File: src/rtl/dp_sequencer.sv
// dp_sequencer: multi-cycle control FSM sequencing the ARM32 data-processing datapath
//
// Ports:
//   clk, rst_n              rising-edge clock, asynchronous active-low reset
//   start, instr            instruction handshake; instr latched into IR when accepted in WAIT
//   status_in               NZCV flags {N,Z,C,V} used for the condition check in DECODE
//   waiting                 high only in WAIT
//   done, illegal           one-cycle pulses on the first WAIT cycle after retire/skip
//   rf_raddr                Rn in LOAD_A, Rm in LOAD_B, Rs in LOAD_S, else 0
//   en_A/en_B/en_S/en_C     operand/shift/result latch enables (LOAD_A/LOAD_B/LOAD_S/EXEC)
//   sel_imm, shift_src      B-operand source and register-specified shift select
//   alu_op                  IR[24:21]
//   w_en, wr_addr           register-file write in WB (not for TST/TEQ/CMP/CMN), Rd
//   load_status             status write in WB when the S bit is set
// Optional: define DP_SEQ_PERF_EN to add saturating retired_cnt/skipped_cnt outputs.
module dp_sequencer #(
    parameter int RF_AW = 4
) (
    input  logic             clk,
    input  logic             rst_n,
    input  logic             start,
    input  logic [31:0]      instr,
    input  logic [3:0]       status_in,
    output logic             waiting,
    output logic             done,
    output logic             illegal,
    output logic [RF_AW-1:0] rf_raddr,
    output logic             en_A,
    output logic             en_B,
    output logic             en_S,
    output logic             en_C,
    output logic             sel_imm,
    output logic             shift_src,
    output logic [3:0]       alu_op,
    output logic             w_en,
    output logic [RF_AW-1:0] wr_addr,
    output logic             load_status
`ifdef DP_SEQ_PERF_EN
    ,
    output logic [15:0]      retired_cnt,
    output logic [15:0]      skipped_cnt
`endif
);
    typedef enum logic [2:0] {S_WAIT, S_DECODE, S_LOAD_A, S_LOAD_B, S_LOAD_S, S_EXEC, S_WB} state_t;
    state_t      r_state, w_next;
    logic [31:0] r_ir;
    logic        r_done, r_illegal;
    logic        w_cond, w_skip, w_ill, w_retire, w_mov;
    logic        w_n, w_z, w_c, w_v;
    logic [3:0]  w_raddr;
    logic        w_unused;
    assign {w_n, w_z, w_c, w_v} = status_in;
    assign w_unused = ^r_ir[7:5];
    assign w_mov    = (r_ir[24:21] == 4'b1101) || (r_ir[24:21] == 4'b1111);
    assign w_retire = (r_state == S_WB);
    always_comb begin
        case (r_ir[31:28])
            4'h0:    w_cond = w_z;
            4'h1:    w_cond = !w_z;
            4'h2:    w_cond = w_c;
            4'h3:    w_cond = !w_c;
            4'h4:    w_cond = w_n;
            4'h5:    w_cond = !w_n;
            4'h6:    w_cond = w_v;
            4'h7:    w_cond = !w_v;
            4'h8:    w_cond = w_c && !w_z;
            4'h9:    w_cond = !w_c || w_z;
            4'hA:    w_cond = (w_n == w_v);
            4'hB:    w_cond = (w_n != w_v);
            4'hC:    w_cond = !w_z && (w_n == w_v);
            4'hD:    w_cond = w_z || (w_n != w_v);
            4'hE:    w_cond = 1'b1;
            default: w_cond = 1'b0;
        endcase
    end
    always_comb begin
        w_next = r_state;
        w_skip = 1'b0;
        w_ill  = 1'b0;
        case (r_state)
            S_WAIT:   w_next = start ? S_DECODE : S_WAIT;
            S_DECODE: begin
                // a failed condition wins over the illegal check: nothing executes either way
                if (!w_cond) begin
                    w_next = S_WAIT;
                    w_skip = 1'b1;
                end else if (r_ir[27:26] != 2'b00) begin
                    w_next = S_WAIT;
                    w_skip = 1'b1;
                    w_ill  = 1'b1;
                end else begin
                    w_next = w_mov ? S_LOAD_B : S_LOAD_A;
                end
            end
            S_LOAD_A: w_next = S_LOAD_B;
            S_LOAD_B: w_next = shift_src ? S_LOAD_S : S_EXEC;
            S_LOAD_S: w_next = S_EXEC;
            S_EXEC:   w_next = S_WB;
            S_WB:     w_next = S_WAIT;
            default:  w_next = S_WAIT;
        endcase
    end
    always_ff @(posedge clk or negedge rst_n) begin
        if (!rst_n) begin
            r_state   <= S_WAIT;
            r_ir      <= '0;
            r_done    <= 1'b0;
            r_illegal <= 1'b0;
        end else begin
            r_state   <= w_next;
            if (r_state == S_WAIT && start) r_ir <= instr;
            // registered so done/illegal stay pure functions of the state registers
            r_done    <= w_skip || w_retire;
            r_illegal <= w_ill;
        end
    end
    assign w_raddr     = (r_state == S_LOAD_A) ? r_ir[19:16] :
                         (r_state == S_LOAD_B) ? r_ir[3:0]   :
                         (r_state == S_LOAD_S) ? r_ir[11:8]  : 4'h0;
    assign rf_raddr    = RF_AW'(w_raddr);
    assign waiting     = (r_state == S_WAIT);
    assign done        = r_done;
    assign illegal     = r_illegal;
    assign en_A        = (r_state == S_LOAD_A);
    assign en_B        = (r_state == S_LOAD_B);
    assign en_S        = (r_state == S_LOAD_S);
    assign en_C        = (r_state == S_EXEC);
    assign sel_imm     = r_ir[25];
    assign shift_src   = !r_ir[25] && r_ir[4];
    assign alu_op      = r_ir[24:21];
    // TST/TEQ/CMP/CMN (10xx) only update flags
    assign w_en        = w_retire && (r_ir[24:23] != 2'b10);
    assign wr_addr     = RF_AW'(r_ir[15:12]);
    assign load_status = w_retire && r_ir[20];
`ifdef DP_SEQ_PERF_EN
    logic [15:0] r_retired, r_skipped;
    always_ff @(posedge clk or negedge rst_n) begin
        if (!rst_n) begin
            r_retired <= '0;
            r_skipped <= '0;
        end else begin
            if (w_retire && r_retired != 16'hFFFF) r_retired <= r_retired + 16'd1;
            if (w_skip && r_skipped != 16'hFFFF) r_skipped <= r_skipped + 16'd1;
        end
    end
    assign retired_cnt = r_retired;
    assign skipped_cnt = r_skipped;
`endif
endmodule

File: config.mk
export PLATFORM = sky130hd
export DESIGN_NAME = dp_sequencer
export DESIGN_NICKNAME = d
export VERILOG_FILES = /design/src/rtl/dp_sequencer.sv
export SDC_FILE = /design/constraint.sdc
export NUM_CORES = 1
export LEC_CHECK = 0
export ABC_AREA = 1
export CAP_MARGIN = 20
export CORE_MARGIN = 2
export CORE_UTILIZATION = 48
export DETAILED_ROUTE_END_ITERATION = 16
export MAX_ROUTING_LAYER = met4
export PLACE_DENSITY = 0.9
export SYNTH_ARGS = -nofsm -noshare
export SYNTH_HDL_FRONTEND = slang
export SYNTH_SLANG_ARGS = --single-unit
File: constraint.sdc
create_clock -name clk -period 2.8 [get_ports clk]
set_input_delay 0.42 -clock clk [delete_from_list [all_inputs] [get_ports clk]]
set_output_delay 0.42 -clock clk [all_outputs]
set_load 0.05 [all_outputs]
# After elaboration in Yosys (flattened, before gate mapping)
# Cells that the tools add are included.
# W data, S select, Z words.
classes:
  n_eq_ne: 25
  n_mux: 15
  n_reduce_logical: 18
ops:
  columns: ["op", "n"]
  rows:
  - ["$eq A4 B4 Y1 const B", 9]
  - ["$pmux W3 S6", 1]
  - ["$eq A4 B3 Y1 const B", 4]
  - ["$pmux W1 S15", 1]
  - ["$mux W4", 3]
  - ["$eq A3 B3 Y1 const B", 3]
  - ["$eq A4 B2 Y1 const B", 2]
  - ["$mux W1", 8]
  - ["$eq A3 B2 Y1 const B", 2]
  - ["$logic_and A1 B1 Y1", 6]
  - ["$logic_not A1 Y1", 5]
  - ["$eq A4 B1 Y1 const B", 1]
  - ["$logic_not A4 Y1", 1]
  - ["$logic_or A1 B1 Y1", 4]
  - ["$mux W2", 2]
  - ["$eq A3 B1 Y1 const B", 1]
  - ["$logic_not A3 Y1", 1]
  - ["$ne A2 B2 Y1 const B", 1]
  - ["$reduce_bool A2 Y1", 1]
  - ["$eq A1 B1 Y1", 1]
  - ["$ne A1 B1 Y1", 1]
totals:
  ff_bits: 37
  input_bits: 39
  out_inout_bits: 23
  elab_cells: 62

# Longest topological paths before layout
# Gate-level depths: netlist of run 1.
depth:
  depth_word: 6
  ltp_mapped: 11
  depth_no_buf: 11

# Least setup slack after synthesis of run 1
# Ideal clock, no wire load.
synth_timing:
  path_type: "register -> output"
  start: "register r_state[1]"
  end: "output rf_raddr[0]"
  arrival_time_ps: 1972
  t_required_ps: 2380
  setup_slack_ps: 408
  stages_incl_launch_ff: 6
  path_buffers: 0
  path_cell_list: "dfrtp_1 -> inv_1 -> nand2_1 -> nor2_1 -> nand2_1 -> nand3_1"
synth_via:
  elab_chain_cells: 4
  elab_cells_between_ends: 6
  classes_between: "3 x eq/ne; 3 x mux"
synth_rtl:
  columns: ["element", "line_no", "rtl"]
  rows:
  - ["from (decl)", "45", "state_t r_state, w_next;"]
  - ["from (signal assigned)", "110", "r_state <= w_next;"]
  - ["$eq A3 B3 Y1", null, null]
  - ["via en_S", "30", "output logic en_S,"]
  - ["$mux W4", "119", "(r_state == S_LOAD_S) ? r_ir[11:8] : 4'h0;"]
  - ["$mux W4", "118", "(r_state == S_LOAD_B) ? r_ir[3:0] :"]
  - ["$mux W4", "117", "assign w_raddr = (r_state == S_LOAD_A) ? r_ir[19:16] :"]
  - ["to (decl)", "27", "output logic [RF_AW-1:0] rf_raddr,"]
# The timed path passes the listed nets, and every way through them passes these cells.

# Worst setup path in the final report of run 1
layout_timing:
  start: "register r_state[0]"
  end: "output en_A"
layout_via:
  elab_chain_cells: 1
layout_rtl:
  columns: ["element", "line_no", "rtl"]
  rows:
  - ["$eq A3 B2 Y1", "124", "assign en_A = (r_state == S_LOAD_A);"]
  - ["to (decl)", "28", "output logic en_A,"]
# No other way between the ends.

==> out/qor.txt, run 1 <==
WP data required = 2.38 ns
Hold WS = 0.485 ns
Crit-path cells = inv_1 -> nand2_1 -> nor2_1 -> clkdlybuf4s50_1
Worst hold path class = flop to flop
Power per Cell Area = 1160 mW/mm2
Crit Path Class = flop to output pin
Sequential Area = 851 um2
CP max stage delay = 0.88 ns
Netlist cell types = 20
Clk_skew = 0.00569 ns
Register area share after synthesis = 48.3%
Synthesized area = 0.00176 mm2
# diodes = 0
Die width = 64.6 um
Area of the multi-input gates = 718 um2
Global Route met2 Usage = 31.3%
Drt via density = 4.82
Max-cap viol count = 0
Fmax = 386 MHz
First-pass iteration count of the detailed router = 4
Placed Cells = 330
Worst-margin pin slew = 0.531 ns
Antenna viol nets, final = 0
Worst skew pair latency = 0.29 ns
CP max FO = 6
Maximum vdd ir drop = 0.000708 V
Slowest cell on crit path = clkdlybuf4s50_1
Fraction of layout cells with a size suffix above 1 = 4.84%
Cell class contributing the biggest share of worst-path delay = buffers and inverters
Synth Register Bits = 34
Layout Cells excl Fill = 337
Startpoint types = flop
Num CTS Buffers = 5
Final Setup Violations = 0
Critical path endpoint category = output pin
Routed wire per std cell = 11.2 um
Util after Layout = 66.3%
Initial core utilization = 48.9%
Io pins = 62
R2R Path Start = r_state[2]
Vias in the first global route = 1,459
Final worst-path cycle share = 92.6%
Reg2reg setup slack = 1.30 ns
Via count = 1,623
# H-tree levels = 2
First-pass GRT wire length = 6.21 mm
Synth area leader = dfrtp_1
Synthesized instance count = 237
DRC Markers = 0
# rows = 22
Die area = 0.00417 mm2
Initial antenna violation count = 0
Total GRT Usage = 20.0%
Slew Viols, Final = 0
Final-stage net count = 328
Layout fillers = 285
Fin Setup TNS = 0 ns
Worst Setup SP = r_state[0]
Die Ht = 64.6 um
Clock Sinks = 34
Hold Crit Start = r_ir[12]
RSZ-0062 raised after global routing = no
CP Data Arrival Time = 2.17 ns
GR peak layer = met2
GRT met3 Usage = 6.42%
Synth warnings = 0
Met1 usage = 24.3%
Setup WS pre-CTS = 0.387 ns
Top-area cell type share of the netlist area = 48.3%
Final min period = 2.59 ns
Final worst slack = 0.207 ns
Post-DP HPWL = 2.67 mm
WP buf/inv = 2
Mean Syn Cell Area = 7.43 um2
Slew HR = 64.5%
CTS tree = done
Final WL = 3.78 mm
Gp weighted congestion = 0.849
Total global routing overflow = 0
Layout area overhead = 35.7%
CTS root buf = clkbuf_8
Largest net degree at the start of global routing = 38
Area of the core = 0.00361 mm2
CTS clk-pin slew, worst paths = 0.06 ns
Leakage = 0.00126 uW
Fin. Hold Viols = 0
Worst-case clock buffer depth = 2
PortBufs = 58
Iteration-0 DRC Markers = 60
Post-Syn Nets = 276
Synth area leaders = dfrtp_1, nand2_1, nand3_1, inv_1, buf_4
Status = finished clean
-- worst reg2reg max path: stages, from the launching register on --
cell	delay (ns)
dfrtp_1	0.47
nor3_4	0.27
nand2_4	0.22
inv_6	0.29
nand2_1	0.12
nand2_1	0.08
-- per-stage QoR --
step / area [um2] / total power [uW]
detailed placement: 2300 / 2450
floorplan: 1760 / 2090
global route: 2390 / 2980
global placement: 2300 / 2410
CTS: 2380 / 2800
finish: 2390 / 2780
-- worst paths after layout --
path,cells past startpoint,endpoint
worst max-delay path,4,en_A
worst min-delay path,2,r_ir[12]
worst max register to register,5,r_ir[3]
worst min register to register,2,r_ir[12]
max in group asynchronous,2,r_ir[19]
min in group asynchronous,2,r_ir[13]
-- power by group --
part | switching, uW | internal [uW] | leakage, uW
sequential | 183 | 725 | 0.000423
combinational | 1030 | 511 | 0.000804
clock | 166 | 170 | 0.0000373
-- cells by family after synthesis --
group	after synthesis	share of synthesized area [%]
and+or+nand+nor	156	37.0
DFF	34	48.3
buffers and inverters	35	10.9
AOI/OAI and AO/OA	12	3.76
-- synthesized netlist by cell type --
cell type	count
nand2_1	117
dfrtp_1	34
inv_1	19
nand3_1	17
nor2_1	16
buf_4	8
o21ai_1	6
buf_2	3
buf_6	3
a21oi_1	2
nor3_4	2
o21ai_0	2
a21boi_0	1
inv_2	1
inv_6	1
nand2_4	1
nand3_2	1
nand3b_1	1
nor4_1	1
o21ai_2	1
-- per-layer routing --
| metal | part of all wire, % | routed length [um] |
|---|---|---|
| met5 | 0 | 0 |
| met3 | 5.5 | 207 |
| met2 | 48 | 1810 |
| met1 | 45 | 1700 |
| met4 | 1.6 | 62 |
-- flip-flops by register name, indices dropped and copies added (netlist names) --
| signal | count |
|---|---|
| illegal | 1 |
| done | 1 |
| r_ir | 29 |
| r_state | 3 |
-- cell type report --
type,instances,share of cell area [%]
repair buffers,59,25.0
flip-flops and latches,34,35.6
clock inverters,1,0.314
multi-input cells,168,30.0
inverters,21,3.51
clock buffers,6,3.04
well taps,48,2.51
-- what timing repair did --
item / 4_1_cts / 5_1_grt
gates resized for setup: 0 / 4
hold buffers: 0 / 0
endpoints found under the setup margin: 0 / 4
buffers inserted: 0 / 0
endpoints found under the hold margin: 0 / 0
-- cell usage in the layout (no fill, tap or decap), drive strengths merged --
cell / n
clkinvlp: 1
nor2: 16
a21oi: 2
buf: 1
clkdlybuf4s50: 54
nand3: 18
nand2: 118
clkbuf: 6
nand3b: 1
nor4: 1
o21ai: 9
inv: 21
dlymetal6s2s: 4
nor3: 2
a21boi: 1
dfrtp: 34
Note: power is estimated with default switching activity, not from simulation.
==> run 2: changes to the inputs <==
- CORE_ASPECT_RATIO: default -> 0.6
==> run 2 against run 1 <==
Net effect:
- final area up 0.68%
- wire length up 12%
- fmax down 0.34%
- non-clock buffer count unchanged
- register-to-register slack about the same
- clock skew down 0.00063 ns
- setup slack worse by 0.0090 ns
- final cell count down 0.59%
==> out/qor.txt, run 2 (synthesis results as in run 1) <==
Hold buffer count at CTS = 0 (unchanged)
Worst Setup SP = r_state[1]
Num CTS Buffers = 5 (unchanged)
Antenna viol nets, final = 0 (unchanged)
PortBufs = 58 (unchanged)
Slew HR = 64.8% (+0.28 points)
CP max stage delay = 0.55 ns (-0.33 ns)
DRC Markers = 0 (unchanged)
Slew Viols, Final = 0 (unchanged)
Area of the core = 0.00338 mm2 (-6.2%)
Die width = 82.2 um (+27%)
Internal power = 1470 uW (+4.3%)
Most flops, register = r_ir
CTS root buf = clkbuf_8
Hold Crit Start = r_ir[13]
Worst-margin pin slew = 0.527 ns (-0.00412 ns)
Final min period = 2.60 ns (+0.00897 ns)
Crit-path cells = inv_1 -> nand2_1 -> nor2_1 -> nand2_1 -> nand3_1 -> dlygate4sd2_1
Worst-case clock buffer depth = 2 (unchanged)
Final-stage net count = 328 (unchanged)
Final WL = 4.25 mm (+12%)
Layout area overhead = 36.6%
Fin Setup TNS = 0 ns (unchanged)
Worst hold path class = flop to flop
Post-DP HPWL = 3.11 mm (+17%)
Sw Share = 49.1% (-0.32 points)
CTS clk-pin slew, worst paths = 0.07 ns (about the same)
Worst skew pair latency = 0.29 ns (about the same)
Total GRT Usage = 23.7% (+3.8 points)
Via count = 1,632 (+0.55%)
Clk_skew = 0.00506 ns (-0.000626 ns)
Die Ht = 50.9 um (-21%)
Crit Path Class = flop to output pin
Total global routing overflow = 0 (unchanged)
Vias in the first global route = 1,533 (+5.1%)
# diodes = 0 (unchanged)
Clock share of power = 14.8% (+2.7 points)
Post-CTS Setup Inserts = 0 (unchanged)
Fmax = 384 MHz (-0.34%)
Commonest non-fill, non-tap cell in the layout = nand2_1
CTS tree = done
Initial core utilization = 52.1% (+3.2 points)
R2R Path Start = r_state[2]
Largest net degree at the start of global routing = 38 (unchanged)
Drt via density = 4.87 (+1.2%)
Pwr Total = 2880 uW (+3.6%)
Die area = 0.00419 mm2 (+0.38%)
Max-cap viol count = 0 (unchanged)
Startpoint types = flop
Slowest cell on crit path = dlygate4sd2_1
Routed wire per std cell = 12.7 um (+13%)
Fin. Hold Viols = 0 (unchanged)
Io pins = 62 (unchanged)
Critical path endpoint category = output pin
Placed Cells = 327 (-0.91%)
Reg power frac = 32.0% (-0.6 points)
Iteration-0 DRC Markers = 114 (+90%)
RSZ-0062 raised after global routing = no
Number of flip-flops in the largest register = 29 (unchanged)
Area of the multi-input gates = 718 um2 (unchanged)
Power per Cell Area = 1200 mW/mm2 (+2.9%)
Logic pwr share = 53.2% (-2.1 points)
# rows = 16 (-27%)
Gp weighted congestion = 0.826 (-2.7%)
Sw Pwr = 1420 uW (+2.9%)
Sequential Area = 851 um2 (unchanged)
Hold WS = 0.480 ns (-0.00511 ns)
Final Setup Violations = 0 (unchanged)
Leakage = 0.00127 uW (+0.25%)
Fraction of layout cells with a size suffix above 1 = 5.52% (+0.67 points)
Most frequent CP cell = nand2_1
Clock Sinks = 34 (unchanged)
Largest regs = r_ir (29), r_state (3)
CP max FO = 6 (unchanged)
CP Data Arrival Time = 2.18 ns (about the same)
Layout Cells excl Fill = 335 (-0.59%)
# H-tree levels = 2 (unchanged)
Initial antenna violation count = 0 (unchanged)
Maximum vdd ir drop = 0.000585 V (-17%)
First-pass iteration count of the detailed router = 4 (unchanged)
Final worst-path cycle share = 92.9% (+0.32 points)
Most frequent cells in the layout = nand2_1, clkdlybuf4s50_1, dfrtp_1
Status = finished clean
Layout fillers = 289 (+1.4%)
WP data required = 2.38 ns (about the same)
First-pass GRT wire length = 7.03 mm (+13%)
## run 2: what timing repair did
action	in CTS	in global routing
gates resized for setup	4	2
gates cloned	0	0
pin swaps	0	0
setup endpoints to repair	4	2
endpoints found under the hold margin	0	0
## run 2: stage by stage
stage	worst slack, ns	instance area (um2)	utilization (%)
after floorplan	0.408	1760	-
after detailed placement	0.264	2300	67.9
after global routing	0.0663	2410	71.2
after CTS	0.0923	2400	71.0
final	0.198	2410	71.2
after global placement	0.382	2300	67.9
## run 2: layer usage
metal	vias to the layer above	part of all wire [%]	GRT usage, %
met4	0	1.6	6.67
met5	-	0	-
li1	820	-	-
met1	752	47	32.0
met3	9	5.5	6.89
met2	51	46	35.1
## run 2: area by class of cell
class | instances | share of cell area (%)
sequential | 34 | 35.3
multi-input combinational | 168 | 29.8
tap | 45 | 2.34
inverter | 21 | 3.48
timing repair buffer | 59 | 24.4
clock buffer | 8 | 4.57
## run 2: power by group through the flow
stage	sequential (uW)	combinational (uW)	clock, uW
2_1_floorplan	917	1170	0
3_3_place_gp	911	1510	0
3_5_place_dp	917	1560	0
4_1_cts	914	1540	431
5_1_grt	953	1680	456
6_report	921	1530	426
## run 2: critical path, delay by kind of cell (launching register included)
kind | cells | cell delay, ns
buffers and inverters | 2 | 0.69
flip-flops | 1 | 0.46
AND/OR/NAND/NOR | 4 | 0.73
## run 2: path summary, 6_finish.rpt
| path | depth (start not counted) | slack, ns | endpoint |
|---|---|---|---|
| setup reg to reg | 5 | 1.30 | r_ir[4] |
| hold reg to reg | 2 | 0.48 | r_ir[13] |
| hold / removal | 2 | 0.48 | r_ir[13] |
| max in group asynchronous | 2 | 1.96 | r_ir[30] |
| setup / recovery | 6 | 0.20 | rf_raddr[3] |
| min in group asynchronous | 2 | 0.53 | r_ir[12] |
